## src/rtl/cpu_sequencer.sv

```systemverilog
// ---------------------------------------------------------------------------
// cpu_sequencer
//
// Multi-cycle control sequencer for the 16-bit CPU datapath. Each instruction
// walks FETCH -> DECODE -> EXECUTE -> (WRITEBACK) and then retires. The block
// drives the datapath strobes (RAM read, IR load, register-file read/write,
// PC advance/load), supports free-running (run) and single-step (step)
// operation, parks in HALT on a decoded HALT instruction and counts retired
// instructions.
//
// Parameters
//   FETCH_WAIT   RAM read latency in cycles (1..4)
//   CNT_W        width of the retired-instruction counter
//
// Ports
//   clk           system clock, rising edge
//   reset         asynchronous active-low reset
//   run           level: issue instructions back-to-back while high
//   step          one-cycle pulse: issue one instruction from IDLE when run=0
//   dec_writes    decoded instruction writes a register
//   dec_jump      decoded instruction is an unconditional jump
//   dec_branch    decoded instruction is a conditional branch
//   dec_halt      decoded instruction is HALT
//   branch_check  ALU branch condition, valid during EXECUTE
//   ram_read      RAM read strobe
//   ir_load       capture RAM output into the instruction register
//   reg_read      register-file read enable
//   reg_write     register-file write enable
//   pc_inc        advance PC by one
//   pc_load       load PC from the jump/branch target
//   halted        sequencer is in HALT
//   state         current state encoding (debug)
//   instr_count   number of retired instructions (wraps)
// ---------------------------------------------------------------------------
module cpu_sequencer #(
    parameter int FETCH_WAIT = 1,
    parameter int CNT_W      = 16
) (
    input  logic             clk,
    input  logic             reset,
    input  logic             run,
    input  logic             step,
    input  logic             dec_writes,
    input  logic             dec_jump,
    input  logic             dec_branch,
    input  logic             dec_halt,
    input  logic             branch_check,
    output logic             ram_read,
    output logic             ir_load,
    output logic             reg_read,
    output logic             reg_write,
    output logic             pc_inc,
    output logic             pc_load,
    output logic             halted,
    output logic [2:0]       state,
    output logic [CNT_W-1:0] instr_count
);

    typedef enum logic [2:0] {
        S_IDLE      = 3'd0,
        S_FETCH     = 3'd1,
        S_DECODE    = 3'd2,
        S_EXECUTE   = 3'd3,
        S_WRITEBACK = 3'd4,
        S_HALT      = 3'd5
    } state_t;

    // Wait counter only has to reach FETCH_WAIT-1, which is at most 3.
    localparam logic [1:0] WAIT_LAST = 2'(FETCH_WAIT - 1);

    state_t            state_q, state_d;
    logic [1:0]        wait_q, wait_d;
    logic              single_q, single_d;
    logic [CNT_W-1:0]  count_q;
    logic              retire;
    logic              last_fetch;
    logic              take_pc_load;

    assign last_fetch   = (wait_q == WAIT_LAST);
    // Jump wins over branch: a jump loads the PC regardless of the condition.
    assign take_pc_load = dec_jump | (dec_branch & branch_check);

    // -----------------------------------------------------------------------
    // Next-state and output decode
    // -----------------------------------------------------------------------
    always_comb begin
        // NOTE: every signal written here gets a default first, so no path
        // through the case can leave one unassigned and infer a latch.
        state_d   = state_q;
        wait_d    = wait_q;
        single_d  = single_q;
        retire    = 1'b0;
        ram_read  = 1'b0;
        ir_load   = 1'b0;
        reg_read  = 1'b0;
        reg_write = 1'b0;
        pc_inc    = 1'b0;
        pc_load   = 1'b0;
        halted    = 1'b0;

        case (state_q)
            S_IDLE: begin
                if (run) begin
                    state_d = S_FETCH;
                    wait_d  = '0;
                end else if (step) begin
                    state_d  = S_FETCH;
                    wait_d   = '0;
                    single_d = 1'b1;
                end
            end

            S_FETCH: begin
                ram_read = 1'b1;
                if (last_fetch) begin
                    ir_load = 1'b1;
                    state_d = S_DECODE;
                end else begin
                    wait_d = wait_q + 2'd1;
                end
            end

            S_DECODE: begin
                reg_read = 1'b1;
                state_d  = dec_halt ? S_HALT : S_EXECUTE;
            end

            S_EXECUTE: begin
                reg_read = 1'b1;
                pc_load  = take_pc_load;
                pc_inc   = ~take_pc_load;
                if (dec_writes) begin
                    state_d = S_WRITEBACK;
                end else begin
                    retire = 1'b1;
                end
            end

            S_WRITEBACK: begin
                reg_write = 1'b1;
                retire    = 1'b1;
            end

            S_HALT: begin
                // Only reset leaves HALT; run and step are deliberately ignored.
                halted = 1'b1;
            end

            default: begin
                // Unused encodings 6-7 fall back to IDLE on the next edge.
                state_d = S_IDLE;
            end
        endcase

        // A single-stepped instruction always ends in IDLE, even if run rose
        // meanwhile; IDLE then picks run up on the following cycle.
        if (retire) begin
            single_d = 1'b0;
            if (run && !single_q) begin
                state_d = S_FETCH;
                wait_d  = '0;
            end else begin
                state_d = S_IDLE;
            end
        end
    end

    // -----------------------------------------------------------------------
    // State registers
    // -----------------------------------------------------------------------
    // NOTE: sequential state uses non-blocking assignments so every register
    // samples the pre-edge values, independent of statement order.
    always_ff @(posedge clk or negedge reset) begin
        if (!reset) begin
            state_q  <= S_IDLE;
            wait_q   <= '0;
            single_q <= 1'b0;
            count_q  <= '0;
        end else begin
            state_q  <= state_d;
            wait_q   <= wait_d;
            single_q <= single_d;
            if (retire) begin
                count_q <= count_q + 1'b1;
            end
        end
    end

    assign state       = state_q;
    assign instr_count = count_q;

endmodule

```

## config.mk

```make
export PLATFORM = sky130hd
export DESIGN_NAME = cpu_sequencer
export DESIGN_NICKNAME = d
export VERILOG_FILES = /design/src/rtl/cpu_sequencer.sv
export SDC_FILE = /design/constraint.sdc
export NUM_CORES = 1
export LEC_CHECK = 0
export CORE_MARGIN = 2
export CORE_UTILIZATION = 49
export CTS_CLUSTER_DIAMETER = 30
export DETAILED_ROUTE_END_ITERATION = 6
export PLACE_DENSITY = 0.84
export SLEW_MARGIN = 25
export SYNTH_ARGS = -nofsm -noshare
export SYNTH_HDL_FRONTEND = slang
export SYNTH_SLANG_ARGS = --single-unit
export TNS_END_PERCENT = 1
```

## constraint.sdc

```tcl
create_clock -name clk -period 3 [get_ports clk]
set_clock_uncertainty 0.05 [all_clocks]
set_input_delay 0.3 -clock clk [delete_from_list [all_inputs] [get_ports clk]]
set_output_delay 0.3 -clock clk [all_outputs]
set_load 0.005 [all_outputs]
```

==> flow_metrics.tcl <==
set metrics [dict create \
    hold_path_class "reg2reg" \
    drive_gt1_frac 0.0709 \
    clock-root-buffer "clkbuf_4" \
    syn_area_per_cell_um2 10.8 \
    yosysSeqAreaShare 0.495 \
    p_switching_w 0.000366 \
    swShare 0.348 \
    fillCellCount 166 \
    fmax_ghz 0.443 \
    drtPass1Iterations 4 \
    intPower_w 0.000686 \
    cts-resized-gates 0 \
    insertion_delay_ns 0.30 \
    rows 17 \
    dp_hpwl_mm 1.83 \
    clk_pin_slew_ns 0.11 \
    grt_start_max_net_pins 23 \
    crit_fanout 14 \
    dieArea_um2 2660 \
    numClockSinks 22 \
    syn-num-nets 115 \
    synth_top_area_frac 0.495 \
    crit_type "reg2out" \
    synth_edf_count 0 \
    yosysUniqueCellTypes 27 \
    ys_top_cells_by_count "dfrtp_1 (22), xnor2_1 (13), nand2_1 (11), nor2_1 (11), nand4_1 (6)" \
    vdd_ir_drop_max_uv 448 \
    start_util 0.512 \
    die_width_um 51.6 \
    hold_viol_final 0 \
    boundaryPins 35 \
    vias 916 \
    comb_power_share 0.416 \
    setup_violations 0 \
    die_h_um 51.6 \
    antenna_found_initial 0 \
    place.gp.congestion 0.768 \
    finalWirelength_mm 2.40 \
    relSlewSlack 0.683 \
    synth.largest_area_cell "dfrtp_1" \
    cts_inserted_buffers 3 \
    finalPower_w 0.00105 \
    grt_pass1_wl_mm 3.95 \
    crit_chain "or3b_4 -> inv_1 -> clkdlybuf4s50_1" \
    grt.total_usage 0.200 \
    slowest_delay_ns 0.54 \
    finalWorstPathRequiredPeriod_ns 2.26 \
    yosys_warnings 0 \
    clock_power_share 0.151 \
    wire_per_inst_um 14.2 \
    tns_ns 0 \
    via_per_inst 5.42 \
    drc 0 \
    synthCells 103 \
    max_slew.worst_pin.slew_ns 0.476 \
    rsz0062_at_grt "no" \
    cap_viol_max_count 0 \
    cellPowerDensity_nw_per_um2 690 \
    synth_seq_cells 22 \
    sequentialPowerShare 0.433 \
    n_antenna_cell 0 \
    synth.most_common_cell "dfrtp_1" \
    grt_pass1_vias 916 \
    end_kind "output pin" \
    synth_area_leaders "dfrtp_1 (50%), xnor2_1 (10%), a2111oi_4 (5.0%)" \
    drv_slew 0 \
    core_area_um2 2170 \
    syn2layout_area_growth_pct 37.2 \
    cp-start-kind "register" \
    async_flop_share 1.00 \
    required_ns 2.65 \
    synth_top_flop_cell "dfrtp_1" \
    cp.arrival_ns 1.91 \
    leakagePower_nw 0.644 \
    status "completed" \
    slowest_stage "dfrtp_1" \
    port_buffers 34 \
    final_antenna_net_count 0 \
    syn_area_um2 1110 \
    fin_crit_sh 0.752 \
    initialDrtViolationCount 6 \
    h-tree-depth 1 \
    cts_setup_buffers 0 \
    grt_overflow 0 \
    cts_tree "built" \
    layout.nets 154 \
    clk_path_buf_depth 2 \
]
power groups by stage:
stage          combinational, W  sequential [W]  clock, W
2_1_floorplan          0.000231        0.000432         0
3_3_place_gp           0.000427        0.000454         0
3_5_place_dp           0.000440        0.000460         0
4_1_cts                0.000443        0.000455  0.000162
5_1_grt                0.000487        0.000469  0.000176
6_report               0.000438        0.000456  0.000159
metal layers:
| layer | global-route usage | vias up | part of all wire |
|---|---|---|---|
| met3 | 0.0172 | 7 | 0.063 |
| li1 | - | 433 | - |
| met4 | 0.0965 | 0 | 0.022 |
| met1 | 0.244 | 439 | 0.41 |
| met2 | 0.353 | 37 | 0.50 |
| met5 | 0 | - | 0 |
stage by stage:
stage	setup slack (ns)	hold slack (ns)	area, µm²	cells	utilization
global route	0.681	0.477	1520	169	0.702
finish	0.745	0.428	1520	169	0.702
CTS	0.745	0.436	1520	168	0.700
detailed placement	0.891	0.419	1480	164	0.683
floorplan	1.31	-0.0456	1110	103	-
global placement	0.972	0.415	1480	164	0.683
worst paths after layout:
path	start	endpoint	slack, ns	depth (start not counted)
min in group asynchronous	reset	instr_count[12]	0.45	2
min	instr_count[15]	instr_count[15]	0.43	1
min reg2reg	instr_count[15]	instr_count[15]	0.43	1
max	state[0]	reg_write	0.74	3
max in group asynchronous	reset	instr_count[4]	2.12	2
max reg2reg	state[0]	instr_count[11]	1.07	4
cell type report:
type / count / area [µm²] / area share
clock buffer: 4 / 36.3 / 0.0238
inverter: 5 / 18.8 / 0.0123
multi-input combinational: 75 / 538 / 0.353
sequential: 22 / 551 / 0.361
tap: 28 / 35.0 / 0.0230
timing repair buffer: 35 / 345 / 0.227
critical path: cells and delay by family (launching register included):
kind,cells,cell delay (ns)
flip-flops,1,0.54
AND/OR/NAND/NOR,1,0.48
buffers and inverters,2,0.58
flip-flops by register name, indices dropped and copies added, names as in the netlist:
| register | flops |
|---|---|
| instr_count | 16 |
| single_q | 1 |
| wait_q | 2 |
| state | 3 |
placed cells by master, fill, tap and decap left out, types with 2 or more instances in the layout:
cell type,n
clkdlybuf4s50_1,33
dfrtp_1,22
xnor2_1,13
nor2_1,11
nand2_1,11
nand4_1,6
inv_1,5
and3_1,5
nand3_1,4
ha_1,3
clkbuf_4,3
a22oi_1,2
a21oi_1,2
mux2_2,2
xor2_1,2
a2111oi_4,2
cells by family after synthesis:
family,count (synthesis),share of synthesized area
DFF,22,0.495
xor gates and xnor gates,15,0.118
AOI/OAI and AO/OA,11,0.105
muxes,2,0.0203
buffers and inverters,6,0.0203
and+or+nand+nor,44,0.207
adders and majority gates,3,0.0338
timing repair:
item	CTS	global route
setup endpoints to repair	0	0
hold buffers	0	1
endpoints found under the hold margin	0	22
(Power assumes the default switching activity.)
==> edit: new RTL, same flow settings <==
The parameter `CNT_W` goes from 16 to 14.
--- a/src/rtl/cpu_sequencer.sv
+++ b/src/rtl/cpu_sequencer.sv
@@ -35,5 +35,5 @@
 module cpu_sequencer #(
     parameter int FETCH_WAIT = 1,
-    parameter int CNT_W      = 16
+    parameter int CNT_W      = 14
 ) (
     input  logic             clk,
Ports: changed (resized instr_count); port bits go from 35 to 33. No check against the original RTL was run, so the function may have changed too.
==> edit against the original RTL <==
  * Non-clock buffer count shrank 3
  * Combinational power shrank 9.8%
  * Largest power group unchanged
  * Routed wire length shrank 17%
  * Sequential cell count shrank 2
  * Setup slack gained 0.042 ns
  * Design area shrank 7.1%
  * Register-to-register slack gained 0.23 ns
  * Area after synthesis shrank 6.4%
  * Total power shrank 8.0%
  * Critical path depth is the same
  * Highest routed layer unchanged
  * Synthesized cell count shrank 6.8%
==> edit: results (changes against the original RTL) <==
STA
  – Slew at the pin closest to its max-slew limit: 0.894 ns (+0.419 ns)

Min path
  – Min-Delay Startpoint: instr_count[13]$_DFFE_PN0P_
  – Hold EP: instr_count[13]$_DFFE_PN0P_

Placed design
  – Number of port buffers: 32 (-5.9%)
  – Post-DP HPWL: 1580 µm (-14%)
  – GPL Wtd Cong: 0.716 (-6.9%)

Run status
  – Status: finished clean

Global route
  – Vias in the first global route: 843 (-8.0%)
  – Largest net degree at the start of global routing: 21 (-8.7%)

Critical path
  – Data arrival, critical path: 1.86 ns (-0.05 ns)
  – Reg2reg end: instr_count[1]$_DFFE_PN0P_
  – CP peak stage delay: 0.61 ns (+0.07 ns)

Synth
  – Commonest cells in the netlist: 20 x dfrtp_1, 11 x nor2_1, 7 x xor2_1
  – Sequential share of the synthesized area: 0.481 (-0.0141)
  – Top cells by area, synth: dfrtp_1 48%, xor2_1 5.9%, xnor2_1 5.1%
  – Net Count, Synth: 108 (-6.1%)
  – Synth cell types: 33 (+22%)

Detailed routing
  – Initial DRC count: 7 (+1)
  – Avg WL per Cell: 12.7 µm (-10%)
  – Routed WL: 2000 µm (-17%)
  – Via count: 813 (-11%)

Power and ir drop
  – LEAKAGE: 0.634 nW (-1.6%)

Cells and area
  – Max reg flops: 14 (-2)
  – Share of layout cells above drive strength 1: 0.123 (+0.0522)
  – NumNets Final: 143 (-7.1%)
-- edit: report_power, final --
part / leakage [nW] / switching [W] / internal [W] / total, W
Clock: 0.0210 / 0.0000863 / 0.0000741 / 0.000160
Sequential: 0.256 / 0.0000892 / 0.000324 / 0.000413
Combinational: 0.357 / 0.000147 / 0.000247 / 0.000395
Total: 0.634 / 0.000323 / 0.000645 / 0.000968
-- edit: final cells by class --
class	count	area, µm²
multi-input combinational	69	505
clock buffer	4	36.3
inverter	5	18.8
timing repair buffer	32	320
sequential	20	500
fill	141	567
tap	27	33.8
-- edit: per-layer routing --
metal,vias to the layer above,track usage,share of wire
met5,-,0,0
li1,400,-,-
met3,3,0.0333,0.052
met4,0,0.0694,0.012
met2,31,0.309,0.49
met1,379,0.264,0.44
-- edit: how the worst max path moves through the flow --
stage,startpoint,end,slack [ns],cells after the start
5_1_grt,state[0]$_DFFE_PN0P_,halted,0.67,3
3_5_place_dp,dec_branch,pc_inc,1.09,4
2_1_floorplan,state[1]$_DFFE_PN0P_,state[0]$_DFFE_PN0P_,1.50,5
6_report,state[0]$_DFFE_PN0P_,halted,0.79,3
4_1_cts,state[0]$_DFFE_PN0P_,halted,0.80,3
3_3_place_gp,dec_branch,pc_inc,1.13,4
-- edit: cells by family (layout without fill, tap and decap cells) --
| logic type | after synthesis | count (layout) | share of synthesized area |
|---|---|---|---|
| AND/OR/NAND/NOR | 39 | 39 | 0.237 |
| AO/OA/AOI/OAI | 12 | 12 | 0.0818 |
| buffers and inverters | 7 | 41 | 0.0325 |
| adder cells (fa/ha/maj) | 3 | 3 | 0.0361 |
| multiplexers | 2 | 2 | 0.0217 |
| flip-flops | 20 | 20 | 0.481 |
| XOR/XNOR | 13 | 13 | 0.110 |
-- edit: critical path: cells and delay by family (launching register included) --
kind / cells / cell delay (ns)
buffers and inverters: 1 / 0.50
flip-flops: 1 / 0.61
AND/OR/NAND/NOR: 2 / 0.44
-- edit: metrics by stage --
step / cells / total power [W] / hold slack, ns / worst slack (ns) / cell area (µm²)
floorplan: 96 / 0.000614 / -0.0456 / 1.50 / 1040
global placement: 153 / 0.000806 / 0.406 / 1.13 / 1380
detailed placement: 153 / 0.000817 / 0.413 / 1.09 / 1380
CTS: 157 / 0.000977 / 0.431 / 0.803 / 1420
global route: 157 / 0.00104 / 0.446 / 0.675 / 1420
finish: 157 / 0.000968 / 0.425 / 0.787 / 1420
